`src/rtl/cabac_writeout_if.sv`:
```
// Bundle of the bin, low-register, byte-stream and flush signals of the CABAC write-out stage.
interface cabac_writeout_if;
    logic              bin_valid;
    logic              bin_ready;
    logic [2:0]        num_bits;
    logic [31:0]       low_in;
    logic [31:0]       low_out;
    logic              low_valid;
    logic signed [5:0] bits_left;
    logic              byte_valid;
    logic              byte_ready;
    logic [7:0]        byte_data;
    logic              flush_req;
    logic              flush_carry;
    logic              flush_done;

    modport master (
        output bin_valid, num_bits, low_in, byte_ready, flush_req, flush_carry,
        input  bin_ready, low_out, low_valid, bits_left, byte_valid, byte_data, flush_done
    );

    modport slave (
        input  bin_valid, num_bits, low_in, byte_ready, flush_req, flush_carry,
        output bin_ready, low_out, low_valid, bits_left, byte_valid, byte_data, flush_done
    );
endinterface

```
`src/rtl/cabac_writeout.sv`:
```
// CABAC byte write-out: strips lead bytes from the encoder low register, holds 0xFF runs
// until the carry is resolved, then streams the resolved bytes; also handles end-of-slice flush.
module cabac_writeout (
    input  logic           clk,
    input  logic           rst,
    cabac_writeout_if.slave bus
);
    typedef enum logic [1:0] {IDLE, EMIT_BUF, EMIT_RUN, DONE} state_t;

    state_t            state, state_nxt;
    logic signed [5:0] bl_p1, bl_nxt;
    logic [31:0]       low_p1, low_nxt;
    logic              vld_p1, vld_nxt;
    logic [15:0]       nbuf, nbuf_nxt;
    logic [7:0]        bbyte, bbyte_nxt;
    logic [7:0]        emit_val, emit_nxt;
    logic [7:0]        run_val, run_val_nxt;
    logic [15:0]       run_cnt, run_cnt_nxt;
    logic              flushing, flushing_nxt;

    logic signed [6:0] bl_sub;
    logic [8:0]        lead;
    logic              accept;

    // Nine bits (carry + byte) sitting just above the bits still owed to the budget.
    function automatic logic [8:0] lead_of(input logic [31:0] low, input logic signed [6:0] bl);
        logic [4:0] sh;
        sh = 5'(7'sd24 - bl);
        return 9'(low >> sh);
    endfunction

    function automatic logic [31:0] strip_lead(input logic [31:0] low, input logic signed [6:0] bl);
        logic [4:0] keep;
        keep = 5'(bl + 7'sd8);
        return low & (32'hFFFF_FFFF >> keep);
    endfunction

    assign bl_sub = $signed({bl_p1[5], bl_p1}) - $signed({4'b0000, bus.num_bits});
    assign lead   = lead_of(bus.low_in, bl_sub);
    assign accept = bus.bin_valid && (state == IDLE);

    always_comb begin
        state_nxt    = state;
        bl_nxt       = bl_p1;
        low_nxt      = low_p1;
        vld_nxt      = 1'b0;
        nbuf_nxt     = nbuf;
        bbyte_nxt    = bbyte;
        emit_nxt     = emit_val;
        run_val_nxt  = run_val;
        run_cnt_nxt  = run_cnt;
        flushing_nxt = flushing;
        unique case (state)
            IDLE: begin
                if (accept) begin
                    vld_nxt = 1'b1;
                    if (bl_sub >= 7'sd12) begin
                        bl_nxt  = bl_sub[5:0];
                        low_nxt = bus.low_in;
                    end else begin
                        bl_nxt  = bl_sub[5:0] + 6'sd8;
                        low_nxt = strip_lead(bus.low_in, bl_sub);
                        if (lead == 9'h0FF) begin
                            nbuf_nxt = nbuf + 16'd1;
                        end else if (nbuf == 16'd0) begin
                            bbyte_nxt = lead[7:0];
                            nbuf_nxt  = 16'd1;
                        end else begin
                            // The carry resolves the held byte and turns every pending 0xFF into 0x00.
                            emit_nxt    = bbyte + {7'b0, lead[8]};
                            run_val_nxt = lead[8] ? 8'h00 : 8'hFF;
                            run_cnt_nxt = nbuf - 16'd1;
                            bbyte_nxt   = lead[7:0];
                            nbuf_nxt    = 16'd1;
                            state_nxt   = EMIT_BUF;
                        end
                    end
                end else if (bus.flush_req) begin
                    flushing_nxt = 1'b1;
                    if (nbuf == 16'd0) begin
                        state_nxt = DONE;
                    end else begin
                        emit_nxt    = bbyte + {7'b0, bus.flush_carry};
                        run_val_nxt = bus.flush_carry ? 8'h00 : 8'hFF;
                        run_cnt_nxt = nbuf - 16'd1;
                        state_nxt   = EMIT_BUF;
                    end
                end
            end
            EMIT_BUF: begin
                if (bus.byte_ready) begin
                    if (run_cnt != 16'd0) state_nxt = EMIT_RUN;
                    else if (flushing)    state_nxt = DONE;
                    else                  state_nxt = IDLE;
                end
            end
            EMIT_RUN: begin
                if (bus.byte_ready) begin
                    run_cnt_nxt = run_cnt - 16'd1;
                    if (run_cnt == 16'd1) state_nxt = flushing ? DONE : IDLE;
                end
            end
            DONE: begin
                nbuf_nxt     = 16'd0;
                bbyte_nxt    = 8'h00;
                bl_nxt       = 6'sd23;
                flushing_nxt = 1'b0;
                state_nxt    = IDLE;
            end
            default: state_nxt = IDLE;
        endcase
    end

    // Stage p1: registered low/budget outputs and control state.
    always_ff @(posedge clk) begin
        if (rst) begin
            state    <= IDLE;
            bl_p1    <= 6'sd23;
            low_p1   <= 32'h0;
            vld_p1   <= 1'b0;
            nbuf     <= 16'd0;
            bbyte    <= 8'h00;
            emit_val <= 8'h00;
            run_val  <= 8'h00;
            run_cnt  <= 16'd0;
            flushing <= 1'b0;
        end else begin
            state    <= state_nxt;
            bl_p1    <= bl_nxt;
            low_p1   <= low_nxt;
            vld_p1   <= vld_nxt;
            nbuf     <= nbuf_nxt;
            bbyte    <= bbyte_nxt;
            emit_val <= emit_nxt;
            run_val  <= run_val_nxt;
            run_cnt  <= run_cnt_nxt;
            flushing <= flushing_nxt;
        end
    end

    assign bus.bin_ready  = (state == IDLE);
    assign bus.byte_valid = (state == EMIT_BUF) || (state == EMIT_RUN);
    assign bus.byte_data  = (state == EMIT_BUF) ? emit_val : run_val;
    assign bus.flush_done = (state == DONE);
    assign bus.low_out    = low_p1;
    assign bus.low_valid  = vld_p1;
    assign bus.bits_left  = bl_p1;
endmodule

```
`src/flat_wrapper.sv`:
```
// flat-port wrapper written by rule: the top's interface ports become plain ports
module cabac_writeout_flat 
  (clk, rst, bus_bin_valid, bus_num_bits, bus_low_in, bus_byte_ready, bus_flush_req, bus_flush_carry, bus_bin_ready, bus_low_out, bus_low_valid, bus_bits_left, bus_byte_valid, bus_byte_data, bus_flush_done);
  cabac_writeout_if bus_i ();
  input  logic clk;
  input  logic rst;
  input wire logic [$bits(bus_i.bin_valid)-1:0] bus_bin_valid;
  input wire logic [$bits(bus_i.num_bits)-1:0] bus_num_bits;
  input wire logic [$bits(bus_i.low_in)-1:0] bus_low_in;
  input wire logic [$bits(bus_i.byte_ready)-1:0] bus_byte_ready;
  input wire logic [$bits(bus_i.flush_req)-1:0] bus_flush_req;
  input wire logic [$bits(bus_i.flush_carry)-1:0] bus_flush_carry;
  output wire logic [$bits(bus_i.bin_ready)-1:0] bus_bin_ready;
  output wire logic [$bits(bus_i.low_out)-1:0] bus_low_out;
  output wire logic [$bits(bus_i.low_valid)-1:0] bus_low_valid;
  output wire logic [$bits(bus_i.bits_left)-1:0] bus_bits_left;
  output wire logic [$bits(bus_i.byte_valid)-1:0] bus_byte_valid;
  output wire logic [$bits(bus_i.byte_data)-1:0] bus_byte_data;
  output wire logic [$bits(bus_i.flush_done)-1:0] bus_flush_done;
  assign bus_i.bin_valid = bus_bin_valid;
  assign bus_i.num_bits = bus_num_bits;
  assign bus_i.low_in = bus_low_in;
  assign bus_i.byte_ready = bus_byte_ready;
  assign bus_i.flush_req = bus_flush_req;
  assign bus_i.flush_carry = bus_flush_carry;
  assign bus_bin_ready = bus_i.bin_ready;
  assign bus_low_out = bus_i.low_out;
  assign bus_low_valid = bus_i.low_valid;
  assign bus_bits_left = bus_i.bits_left;
  assign bus_byte_valid = bus_i.byte_valid;
  assign bus_byte_data = bus_i.byte_data;
  assign bus_flush_done = bus_i.flush_done;
  cabac_writeout u_core (.clk(clk), .rst(rst), .bus(bus_i));
endmodule
```
`config.mk`:
```
export PLATFORM = sky130hd
export DESIGN_NAME = cabac_writeout_flat
export DESIGN_NICKNAME = d
export VERILOG_FILES = /design/src/rtl/cabac_writeout_if.sv /design/src/rtl/cabac_writeout.sv /design/src/flat_wrapper.sv
export SDC_FILE = /design/constraint.sdc
export NUM_CORES = 1
export LEC_CHECK = 0
export ABC_AREA = 1
export BUFFER_PORTS_ARGS = -buffer_cell sky130_fd_sc_hd__buf_2
export CELL_PAD_IN_SITES_DETAIL_PLACEMENT = 1
export CELL_PAD_IN_SITES_GLOBAL_PLACEMENT = 2
export CORE_MARGIN = 8
export CORE_UTILIZATION = 28
export DETAILED_ROUTE_END_ITERATION = 6
export PLACE_DENSITY = 0.78
export SETUP_SLACK_MARGIN = 0.3
export SKIP_LAST_GASP = 1
export SLEW_MARGIN = 20
export SYNTH_ARGS = -nofsm -noshare
export SYNTH_HDL_FRONTEND = slang
export SYNTH_SLANG_ARGS = --single-unit
```
`constraint.sdc`:
```
create_clock -name clk -period 4.4 [get_ports clk]
set_clock_uncertainty 0.15 [all_clocks]
set_input_delay 0.66 -clock clk [delete_from_list [all_inputs] [get_ports clk]]
set_output_delay 0.66 -clock clk [all_outputs]
set_load 0.01 [all_outputs]
```
# == Word level (Yosys, flattened, before mapping) ==
# Index checks and enable logic that the tools add are counted.
# classes
div,0
n_addsub,9
multipliers,0
bitwise_logic,2
eq_ne,21
n_lt_le_gt_ge,1
mux,50
reduce_logical,17
shifts,2
# ops
op,n
two-way mux 16 bit,9
two-way mux 8 bit,18
case mux 16 bit (2 select lines),2
AND 32 bit,1
two-way mux 32 bit,1
">> shifter 32 x 5 -> 32 bit, first input constant",1
>> shifter 32 x 5 -> 9 bit,1
"subtractor 16 x 1 -> 16 bit, second input constant",2
two-way mux 2 bit,11
"adder 16 x 1 -> 16 bit, second input constant",1
adder 8 x 1 -> 8 bit,2
"equality test 16 x 1 -> 1 bit, second input constant",1
zero test 16 bit,1
"inequality test 2 bit, second input constant",8
case mux 8 bit (2 select lines),1
nonzero test 16 bit,1
two-way mux 6 bit,2
case mux 6 bit (2 select lines),1
"equality test 9 x 8 -> 1 bit, second input constant",1
"inequality test 3 bit, second input constant",3
"inequality test 2 x 1 -> 1 bit, second input constant",4
case mux 2 bit (4 select lines),1
">= comparator 7 x 5 -> 1 bit, second input constant",1
AND reduction 7 bit,1
other kinds (20),27
# totals
elab_cells,112
in_bits,41
out_inout_bits,50
latch_bits,0
ram_bits,0
register_bits,98
mem_count,0
rom_bits,0

# == Depth between registers and ports, before layout ==
# depth
ltp_word,8
mapped_depth,28

# == Worst setup path after synthesis ==
# OpenSTA, ideal clock, no wires.
# synth_path
path_type,in2reg
start,input bus_num_bits[0]
end,register u_core.emit_val[7]
path_stages,25
slack_ns,0.117
t_arrival_ns,4.020
setup_ns,0.113
path_cell_list,ha_1 inv_1 fa_1 inv_1 ha_1 ha_1 buf_2 buf_1 nand3_1 nand2_1 nand3_1 nand2_1 nand2_1 nand2_1 inv_2 nand2_1 o21ai_0 inv_1 ha_1 nand3_1 nor3_1 nand3_1 xnor2_1 nor2_1 nor2_1
# synth_via
elab_chain_len,8
word_cells_on_any_way,14
# synth_rtl
element,line_no,source
start: declaration,flat_wrapper.sv:8,input wire logic [$bits(bus_i.num_bits)-1:0] bus_num_bits;
subtractor 6 x 4 -> 7 bit (*),cabac_writeout.sv:38,"assign bl_sub = $signed({bl_p1[5], bl_p1}) - $signed({4'b0000, bus.num_bits});"
subtractor 4 x 5 -> 5 bit,cabac_writeout.sv:28,sh = 5'(7'sd24 - bl);
>> shifter 32 x 5 -> 9 bit,cabac_writeout.sv:29,return 9'(low >> sh);
adder 8 x 1 -> 8 bit,cabac_writeout.sv:70,"emit_nxt = bbyte + {7'b0, lead[8]};"
two-way mux 8 bit,cabac_writeout.sv:65,end else if (nbuf == 16'd0) begin
two-way mux 8 bit,cabac_writeout.sv:63,if (lead == 9'h0FF) begin
two-way mux 8 bit,cabac_writeout.sv:57,if (bl_sub >= 7'sd12) begin
two-way mux 8 bit,cabac_writeout.sv:55,if (accept) begin
end signal: assignment,cabac_writeout.sv:134,emit_val <= emit_nxt;
end: declaration,cabac_writeout.sv:16,"logic [7:0] emit_val, emit_nxt;"
# Every way passes the cells marked *; elsewhere a longest branch is shown, timed or not. The select of a mux whose other input is x is not followed.
# A chain may end at the register's enable or synchronous reset.

# == Final worst setup path ==
# layout_path
start,input bus_num_bits[0]
end,register u_core.bbyte[1]
# layout_via
elab_chain_len,7
word_cells_on_any_way,12
# layout_rtl
element,line_no,source
subtractor 6 x 4 -> 7 bit (*),cabac_writeout.sv:38,
"parallel branches: the longest is 6 deep, another holds subtractor 4 x 5 -> 5 bit",-,
end signal: assignment,cabac_writeout.sv:133,bbyte <= bbyte_nxt;
end: declaration,cabac_writeout.sv:15,"logic [7:0] bbyte, bbyte_nxt;"
# Mark *: on every way between the ends. The select of a mux whose other input is x is not followed.

==> impl_metrics.toml <==
[run_status]
outcome = "complete, no violations"

[die]
rows = 58
coreArea_um2 = 25000
start_util = 0.282
fp.dieH_um = 175
dieArea_um2 = 30500
io_pins = 91
die_w_um = 175

[critical_path]
arrival_ns = 3.89
critical_path.endpoint_type = "flop"
path_max_fanout = 9
timing.rr.end = "u_core.bbyte[1]"
worst-setup-path-type = "in -> reg"
r2r_cells = 24
worstReg2RegStart = "u_core.bus.bits_left[0]"
cp-start-kind = "primary input"
required_ns = 4.45
critPathLaunch = "bus_num_bits[0]"
reg2reg_slack_ns = 0.58

[timing]
final.setup.tns_ns = 0
fin_crit_ns = 3.83
clock.fmax_mhz = 261
period_share = 0.871
tightest_slew_ns = 1.11
finalHoldViolCount = 0
drv_slew = 0
rsz0062_at_grt = "yes"
relSlewSlack = 0.258
setup_viol = 0

[global_route]
grt_pass1_wl_mm = 43.7
grt_max_degree = 59
grt_pass1_vias = 8024
overflow = 0
antenna_found_initial = 4
grt_util_all_layers = 0.177

[clocking]
htreeDepth = 3
cts_tree = "built"
clock_path_buffers = 2
clkTransAtPathRegs_ns = 0.07
cts_sinks = 91
cts-root-buf = "clkbuf_16"
cts_buffers = 9
clk_latency_ns = 0.35

[hold_path]
holdPathEnd = "u_core.bus.low_out[3]"
min-delay-start = "u_core.bus.low_out[3]"
hold_path.class = "reg -> reg"
hold_depth = 2

[final_layout]
num_antenna_cells = 0
syn2layout_area_growth_pct = 18.2
drive_gt1_frac = 0.146
fill_cells = 3367
design_area_um2 = 8330
final_cell_mix = "nand2_1 (392), nand3_1 (170), nor2_1 (129)"
nNetsFinal = 1348
layout_commonest_cell = "nand2_1"

[logic_synthesis]
synth_area_per_cell_um2 = 5.85
async_reset_ff_frac = 0
synth_cells = 1205
synth_warnings = 0
synth_nets = 1267
synth_edf_count = 0
synth_top_flop_cell = "dfxtp_1"
ys_seq_elements = 91
ys_types = 39
syn_area_um2 = 7050
synth-seq-area-share = 0.259

[route]
avgViaCountPerCell = 4.93
firstDrtPassIters = 5
vias = 7989
drcViolationCount = 0
dr.first_iter.drc_count = 533
antenna_left = 0
routedWlPerCell_um = 17.0
routed_wirelength_mm = 27.6

[pwr]
ir_worst_vdd_uv = 256
p_per_area_nw_per_um2 = 846
power.leakage_nw = 3.99

[place]
post-dp-hpwl_mm = 21.4
placed_cell_area_um2 = 7860
routabilityCongestion = 0.838
io_buffers = 90

[run]
max-cap-violations = 0
per-layer routing:
metal	share of wire	up-vias	track usage
met5	0.0016	-	0
met4	0.019	8	0.0466
met3	0.048	29	0.0421
met2	0.43	153	0.270
met1	0.50	3737	0.244
li1	-	4062	-
where the power goes:
part	internal, mW	total (mW)	leakage, nW	switching, mW
combinational	1.64	4.99	3.10	3.35
sequential	1.06	1.24	0.743	0.179
clock	0.448	0.813	0.144	0.366
worst max-delay path, cell delays in order:
cell	delay [ns]
buf_2	0.09
ha_1	0.15
inv_1	0.06
fa_1	0.51
inv_1	0.09
ha_4	0.18
ha_4	0.32
clkinvlp_4	0.14
buf_4	0.16
buf_4	0.13
nand3_1	0.09
o21ai_0	0.12
nand2_1	0.11
nand3_1	0.08
nand2_1	0.13
inv_1	0.07
nand2_1	0.06
nor2_1	0.03
nand2_1	0.10
nand2_1	0.11
nand2_2	0.19
nand2_4	0.11
nand2_1	0.11
a21oi_1	0.06
sequential cells by signal, summed over array words and instances, names as in the netlist:
name                  flops
u_core.bus.low_valid      1
u_core.nbuf              16
u_core.bus.bits_left      6
u_core.run_cnt           16
u_core.emit_val           8
u_core.flushing           1
u_core.state              2
u_core.bbyte              8
u_core.bus.low_out       32
u_core.run_val            1
layout make-up:
class	count	area [um^2]	share of cell area
well taps	330	413	0.0496
clock inverters	6	72.6	0.00871
inverters	117	445	0.0535
clock buffers	10	229	0.0275
repair inverters	1	7.51	0.000901
flip-flops and latches	91	1820	0.219
multi-input cells	941	4580	0.550
repair buffers	125	756	0.0907
logic make-up (layout without fill, tap and decap cells):
family | Yosys count | after routing | share of synthesized area
buf+inv | 174 | 259 | 0.102
simple gates | 753 | 754 | 0.464
compound gates | 144 | 144 | 0.110
flops | 91 | 91 | 0.259
fa+ha+maj | 21 | 21 | 0.0384
mux | 1 | 1 | 0.00142
xor+xnor | 21 | 21 | 0.0261
metrics by stage:
stage / std cells / utilization / hold WS, ns / setup slack [ns] / power (mW)
floorplan: 1205 / - / 0.290 / 0.306 / 4.61
global placement: 1596 / 0.315 / 0.302 / 0.0849 / 5.97
detailed placement: 1596 / 0.315 / 0.306 / 0.0224 / 6.01
CTS: 1612 / 0.327 / 0.316 / 0.378 / 6.87
global route: 1621 / 0.334 / 0.340 / 0.287 / 7.79
finish: 1621 / 0.334 / 0.312 / 0.566 / 7.05
worst max path at each step:
stage / end / slack (ns) / cells after the start
3_5_place_dp: u_core.emit_val[6] / 0.02 / 26
3_3_place_gp: u_core.run_cnt[1] / 0.08 / 22
2_1_floorplan: u_core.emit_val[6] / 0.31 / 26
6_report: u_core.bbyte[1] / 0.57 / 24
4_1_cts: u_core.emit_val[6] / 0.38 / 26
5_1_grt: u_core.emit_val[6] / 0.29 / 26
what timing repair did:
action | in CTS | in global routing
hold buffers | 0 | 0
setup endpoints to repair | 0 | 50
buffers inserted | 0 | 6
gates resized for setup | 0 | 20
cell usage after synthesis, types with 5 or more instances:
library cell	number	share of area
nand3_1	172	0.12
clkbuf_1	33	0.018
ha_1	20	0.036
buf_1	6	0.0032
buf_6	5	0.0080
inv_1	108	0.058
a21oi_1	72	0.051
o211ai_1	8	0.0085
dfxtp_1	91	0.26
xnor2_1	5	0.0062
inv_2	9	0.0048
nand2_2	9	0.0080
buf_2	9	0.0064
xor2_1	16	0.020
o21ai_0	44	0.031
nand4_1	22	0.020
nor3_1	8	0.0057
nor2_1	129	0.069
nand2_1	394	0.21
Note: power is estimated with default switching activity, not from simulation.
